$ cat src/rtl/multadd_dot_seq.sv
// Dot-product sequencer: streams operand quads into an external multiply-add unit and accumulates its results.
// Latency: a quad's result is accumulated MA_LAT cycles after its transfer; oDONE follows the last transfer by MA_LAT+1 cycles.
// Backpressure: oREADY is high only in RUN, so a quad is taken whenever iVALID is high there; gaps stall issue while the pipe drains.
module multadd_dot_seq #(
  parameter int LEN_W  = 8,
  parameter int MA_LAT = 1,
  parameter int ACC_W  = 24
) (
  input  logic             iCLK,
  input  logic             iRST_N,
  input  logic             iSTART,
  input  logic [LEN_W-1:0] iLEN,
  input  logic             iMODE,
  input  logic             iVALID,
  output logic             oREADY,
  input  logic [7:0]       iA0,
  input  logic [7:0]       iA1,
  input  logic [7:0]       iB0,
  input  logic [7:0]       iB1,
  output logic             oMA_SEL,
  output logic [7:0]       oMA_A0,
  output logic [7:0]       oMA_A1,
  output logic [7:0]       oMA_B0,
  output logic [7:0]       oMA_B1,
  input  logic [16:0]      iMA_RES,
  output logic             oBUSY,
  output logic             oDONE,
  output logic [ACC_W-1:0] oACC,
  output logic             oOVF
);

  typedef enum logic [1:0] {
    S_IDLE  = 2'd0,
    S_RUN   = 2'd1,
    S_DRAIN = 2'd2,
    S_DONE  = 2'd3
  } state_e;

  state_e             state_q, state_d;
  logic [LEN_W-1:0]   len_q, len_d;
  logic [LEN_W-1:0]   cnt_q, cnt_d;
  logic               mode_q, mode_d;
  logic [7:0]         a0_q, a0_d;
  logic [7:0]         a1_q, a1_d;
  logic [7:0]         b0_q, b0_d;
  logic [7:0]         b1_q, b1_d;
  logic [MA_LAT-1:0]  pipe_q, pipe_d;
  logic [ACC_W-1:0]   acc_q, acc_d;
  logic               ovf_q, ovf_d;

  logic               start_acc;
  logic               xfer;
  logic               res_vld;
  logic [LEN_W-1:0]   cnt_inc;
  logic [ACC_W-1:0]   res_ext;
  logic [ACC_W:0]     sum_w;
  logic               add_ovf;

  // A start is honoured only while idle; quads are taken only in RUN.
  assign start_acc = (state_q == S_IDLE) & iSTART;
  assign xfer      = iVALID & (state_q == S_RUN);
  assign cnt_inc   = cnt_q + LEN_W'(1);

  // The oldest in-flight flag marks the cycle in which iMA_RES belongs to an issued quad.
  assign res_vld = pipe_q[MA_LAT-1];

  // Add mode results are unsigned; subtract mode results are 17-bit two's complement.
  assign res_ext = mode_q ? ACC_W'($signed(iMA_RES)) : ACC_W'(iMA_RES);
  assign sum_w   = {1'b0, acc_q} + {1'b0, res_ext};

  // Unsigned carry-out in add mode, signed overflow in subtract mode.
  assign add_ovf = mode_q ? ((acc_q[ACC_W-1] == res_ext[ACC_W-1]) &&
                             (sum_w[ACC_W-1] != acc_q[ACC_W-1]))
                          : sum_w[ACC_W];

  // Next-state logic: a zero-length job skips straight to DONE; DRAIN ends once the pipe empties this edge.
  always_comb begin
    state_d = state_q;
    case (state_q)
      S_IDLE: begin
        if (iSTART) begin
          state_d = (iLEN == '0) ? S_DONE : S_RUN;
        end
      end
      S_RUN: begin
        if (xfer && (cnt_inc == len_q)) begin
          state_d = S_DRAIN;
        end
      end
      S_DRAIN: begin
        if (pipe_d == '0) begin
          state_d = S_DONE;
        end
      end
      S_DONE: begin
        state_d = S_IDLE;
      end
      default: begin
        state_d = S_IDLE;
      end
    endcase
  end

  // Datapath next-state: job latch, issue count, operand registers, in-flight pipe and accumulator.
  always_comb begin
    len_d  = len_q;
    mode_d = mode_q;
    cnt_d  = cnt_q;
    a0_d   = a0_q;
    a1_d   = a1_q;
    b0_d   = b0_q;
    b1_d   = b1_q;
    acc_d  = acc_q;
    ovf_d  = ovf_q;
    pipe_d = pipe_q << 1;
    pipe_d[0] = xfer;

    if (start_acc) begin
      len_d  = iLEN;
      mode_d = iMODE;
      cnt_d  = '0;
      acc_d  = '0;
      ovf_d  = 1'b0;
    end

    if (xfer) begin
      cnt_d = cnt_inc;
      a0_d  = iA0;
      a1_d  = iA1;
      b0_d  = iB0;
      b1_d  = iB1;
    end

    // The pipe is always empty in IDLE, so this never collides with the start clear.
    if (res_vld) begin
      acc_d = sum_w[ACC_W-1:0];
      if (add_ovf) begin
        ovf_d = 1'b1;
      end
    end
  end

  // State and datapath registers; reset discards any job in flight.
  always_ff @(posedge iCLK or negedge iRST_N) begin
    if (!iRST_N) begin
      state_q <= S_IDLE;
      len_q   <= '0;
      mode_q  <= 1'b0;
      cnt_q   <= '0;
      a0_q    <= '0;
      a1_q    <= '0;
      b0_q    <= '0;
      b1_q    <= '0;
      pipe_q  <= '0;
      acc_q   <= '0;
      ovf_q   <= 1'b0;
    end else begin
      state_q <= state_d;
      len_q   <= len_d;
      mode_q  <= mode_d;
      cnt_q   <= cnt_d;
      a0_q    <= a0_d;
      a1_q    <= a1_d;
      b0_q    <= b0_d;
      b1_q    <= b1_d;
      pipe_q  <= pipe_d;
      acc_q   <= acc_d;
      ovf_q   <= ovf_d;
    end
  end

  assign oREADY  = (state_q == S_RUN);
  assign oBUSY   = (state_q == S_RUN) | (state_q == S_DRAIN);
  assign oDONE   = (state_q == S_DONE);
  assign oMA_SEL = mode_q;
  assign oMA_A0  = a0_q;
  assign oMA_A1  = a1_q;
  assign oMA_B0  = b0_q;
  assign oMA_B1  = b1_q;
  assign oACC    = acc_q;
  assign oOVF    = ovf_q;

endmodule

$ cat config.mk
export PLATFORM = sky130hd
export DESIGN_NAME = multadd_dot_seq
export DESIGN_NICKNAME = d
export VERILOG_FILES = /design/src/rtl/multadd_dot_seq.sv
export SDC_FILE = /design/constraint.sdc
export NUM_CORES = 1
export LEC_CHECK = 0
export ABC_AREA = 1
export CAP_MARGIN = 10
export CORE_MARGIN = 10
export CORE_UTILIZATION = 49
export CTS_CLUSTER_SIZE = 10
export DETAILED_ROUTE_END_ITERATION = 12
export PLACE_DENSITY = 0.78
export RECOVER_POWER = 100
export SYNTH_ARGS = -nofsm -noshare
export SYNTH_HDL_FRONTEND = slang
export SYNTH_SLANG_ARGS = --single-unit
$ cat constraint.sdc
create_clock -name iCLK -period 2.7 [get_ports iCLK]
set_input_delay 0.54 -clock iCLK [delete_from_list [all_inputs] [get_ports iCLK]]
set_output_delay 0.54 -clock iCLK [all_outputs]
set_load 0.05 [all_outputs]
==> results.toml <==
[global_routing]
grt_start_max_net_pins = 78
gr-total-overflow = 0
antenna_found_initial = 0
grt_pass1_vias = 4551
grt_pass1_wl_um = 21860
track_usage_pct = 19.85

[placed_design]
port_buffers = 122
hpwlAfterDp_um = 10020
gp_congestion = 0.9292
dp_slack_ns = -0.02923

[drt]
drc = 0
wl_um = 13010
first_iter_violations = 318
routedWlPerCell_um = 14.94
drtAntennaViolNets = 0
drtPass1Iterations = 5
vias_per_cell = 5.248
routed-via-count = 4571

[clocking]
ctsHoldBuffers = 0
cts_setup_buffers = 0
h-tree-depth = 3
clk_path_buf_depth = 2
clkTransAtPathRegs_ns = 0.09
tritoncts = "built"
cts.sinks = 77
clock-root-buffer = "clkbuf_8"
cts_resized = 0
numCtsBuffers = 9
clock_latency_ns = 0.36

[critical_path]
required_ns = 2.16
critPathMaxFanout = 4
cpPeakStageDelay_ns = 0.90
critPathCaptureType = "output port"
crit_chain = "inv_1 -> ha_1 -> dlygate4sd3_1"
path_class = "reg2out"
arrival_ns = 2.00
critical_path.startpoint_type = "flop"
crit_family = "buffers and inverters"
cpMaxStageDelayCell = "dlygate4sd3_1"
cp.buffers_inverters = 2

[timing]
fin_crit_ns = 2.536
skew_ns = 0.01012
hold_violations = 0
fin_ws_ns = 0.1640
hold_ws_ns = 0.4805
rsz0062_at_grt = "false"
max_slew_margin_pct = -30.57
final.setup.tns_ns = 0
setup_violations = 0
tightest_slew_ns = 1.959
min_period_over_period_pct = 93.93
max_freq_mhz = 394.3
drv_slew = 78

[synthesis]
yosysSeqAreaShare_pct = 42.12
netlist_area_mm2 = 0.004574
synth_nets = 712
ys_warn_count = 0
synth_cells = 624
syn_avg_cell_area_um2 = 7.331
ys_ff_latch = 77
ys_types = 38

[floorplanning]
die_h_um = 116.6
row_count = 35
chipWidth_um = 116.6
pin_count = 123
core-area_mm2 = 0.009153
fp.dieArea_mm2 = 0.01360
initial_utilization_pct = 49.98

[cells_and_area]
mostFrequentLayoutCells = "nand2_1, dfrtp_1, dlygate4sd3_1"
layout-drive-gt1-share_pct = 5.395
layout_commonest_cell = "nand2_1"
diodes = 0
nets = 843
syn2layout_area_growth_pct = 33.83

[flow_run]
drv_cap = 1

[run_status]
violations = "capacitance limit, slew limit"
outcome = "finished, violations left"

[pwr]
vdd_drop_max_mv = 0.6992
power.density_mw_per_mm2 = 1182
power_mw = 7.239
p_leak_nw = 3.196

[worst_hold_path]
hold_class = "reg2reg"
-- cells by family after synthesis --
family / Yosys count / synth area share [%]
AND/OR/NAND/NOR: 354 / 31.59
AO/OA/AOI/OAI: 81 / 9.737
flip-flops: 77 / 42.12
buffers and inverters: 73 / 6.154
adder cells (fa/ha/maj): 26 / 7.276
XOR/XNOR: 7 / 1.641
multiplexers: 6 / 1.477
-- sequential cells by signal (all words and copies together) (netlist names) --
register  count
len_q         8
state_q       2
oOVF          1
oMA_B1        8
pipe_q        1
oMA_A0        8
oMA_A1        8
cnt_q         8
oMA_B0        8
oMA_SEL       1
oACC         24
-- final cells by class --
| type | instances | area, um^2 |
|---|---|---|
| Fill cell | 807 | 3030 |
| Multi-Input combinational cell | 474 | 2366 |
| Sequential cell | 77 | 1927 |
| Timing Repair Buffer | 133 | 1276 |
| Inverter | 60 | 225.2 |
| Tap cell | 111 | 138.9 |
| Clock buffer | 9 | 123.9 |
| Clock inverter | 7 | 65.06 |
-- path summary, 6_finish.rpt --
path                             from  cells after the start  slack (ns)         to
setup / recovery           state_q[1]                      3        0.16     oREADY
hold / removal              oMA_B0[0]                      2        0.48  oMA_B0[0]
setup reg to reg              oACC[0]                     15        0.48       oOVF
hold reg to reg             oMA_B0[0]                      2        0.48  oMA_B0[0]
max in group asynchronous      iRST_N                      1        0.82  oMA_B0[5]
min in group asynchronous      iRST_N                      1        0.69    oACC[9]
-- stage by stage --
step / instance area [um^2] / std cells / utilization, %
global placement: 5958 / 855 / 65.10
detailed placement: 5958 / 855 / 65.10
CTS: 6147 / 871 / 67.16
global route: 6122 / 871 / 66.89
finish: 6122 / 871 / 66.89
floorplan: 4574 / 624 / -
-- metal layers --
| layer | wire [um] | track usage, % |
|---|---|---|
| met1 | 5286 | 23.14 |
| met2 | 6143 | 32.73 |
| met3 | 1422 | 8.885 |
| met4 | 161 | 4.860 |
| met5 | 0 | 0 |
-- power by group --
group | leakage (nW) | total [mW] | internal, mW | switching (mW)
clock network | 0.0951 | 0.874 | 0.360 | 0.513
registers | 0.979 | 1.98 | 1.62 | 0.360
logic | 2.12 | 4.39 | 1.39 | 3.00
total | 3.20 | 7.24 | 3.36 | 3.87
-- worst reg2reg max path, stage by stage (launching register included) --
cell and delay [ns]:
dfrtp_1 0.42, ha_1 0.21, fa_1 0.38, nand2_1 0.11
nand3_1 0.08, and2_0 0.18, nand2_1 0.07, nand2_1 0.06
nand2_1 0.08, nand2_1 0.07, nand2_1 0.10, nand2_1 0.08
nand2_1 0.06, o21ai_0 0.07, nand2_1 0.07, nand2_1 0.06
-- synth_stat cells --
cell	count	share of area [%]
nand3b_1	4	0.66
o21ai_0	37	4.0
inv_1	56	4.6
mux2_2	6	1.5
inv_2	3	0.25
ha_1	25	6.8
clkinv_1	1	0.082
a21oi_2	1	0.19
dfrtp_1	77	42
a21boi_0	1	0.16
nand2_1	257	21
or2_2	1	0.14
a31o_2	1	0.19
a21o_1	2	0.33
a21oi_1	25	2.7
nor3b_1	1	0.16
xor2_1	4	0.77
nor2_1	38	3.1
nand2_4	1	0.25
o21bai_1	3	0.49
nand3_1	34	3.7
nand2_2	3	0.41
and3_1	1	0.14
xnor2_1	2	0.38
fa_1	1	0.44
nand4_1	3	0.41
xnor3_1	1	0.49
nand3_2	1	0.22
buf_6	1	0.25
o21ai_1	1	0.11
nor3_1	3	0.33
a31oi_1	1	0.14
clkbuf_1	12	0.98
and2_1	1	0.14
a22o_1	2	0.38
nor2_2	2	0.27
o22ai_1	7	0.96
nor4_1	4	0.55
Note: power is estimated with default switching activity, not from simulation.
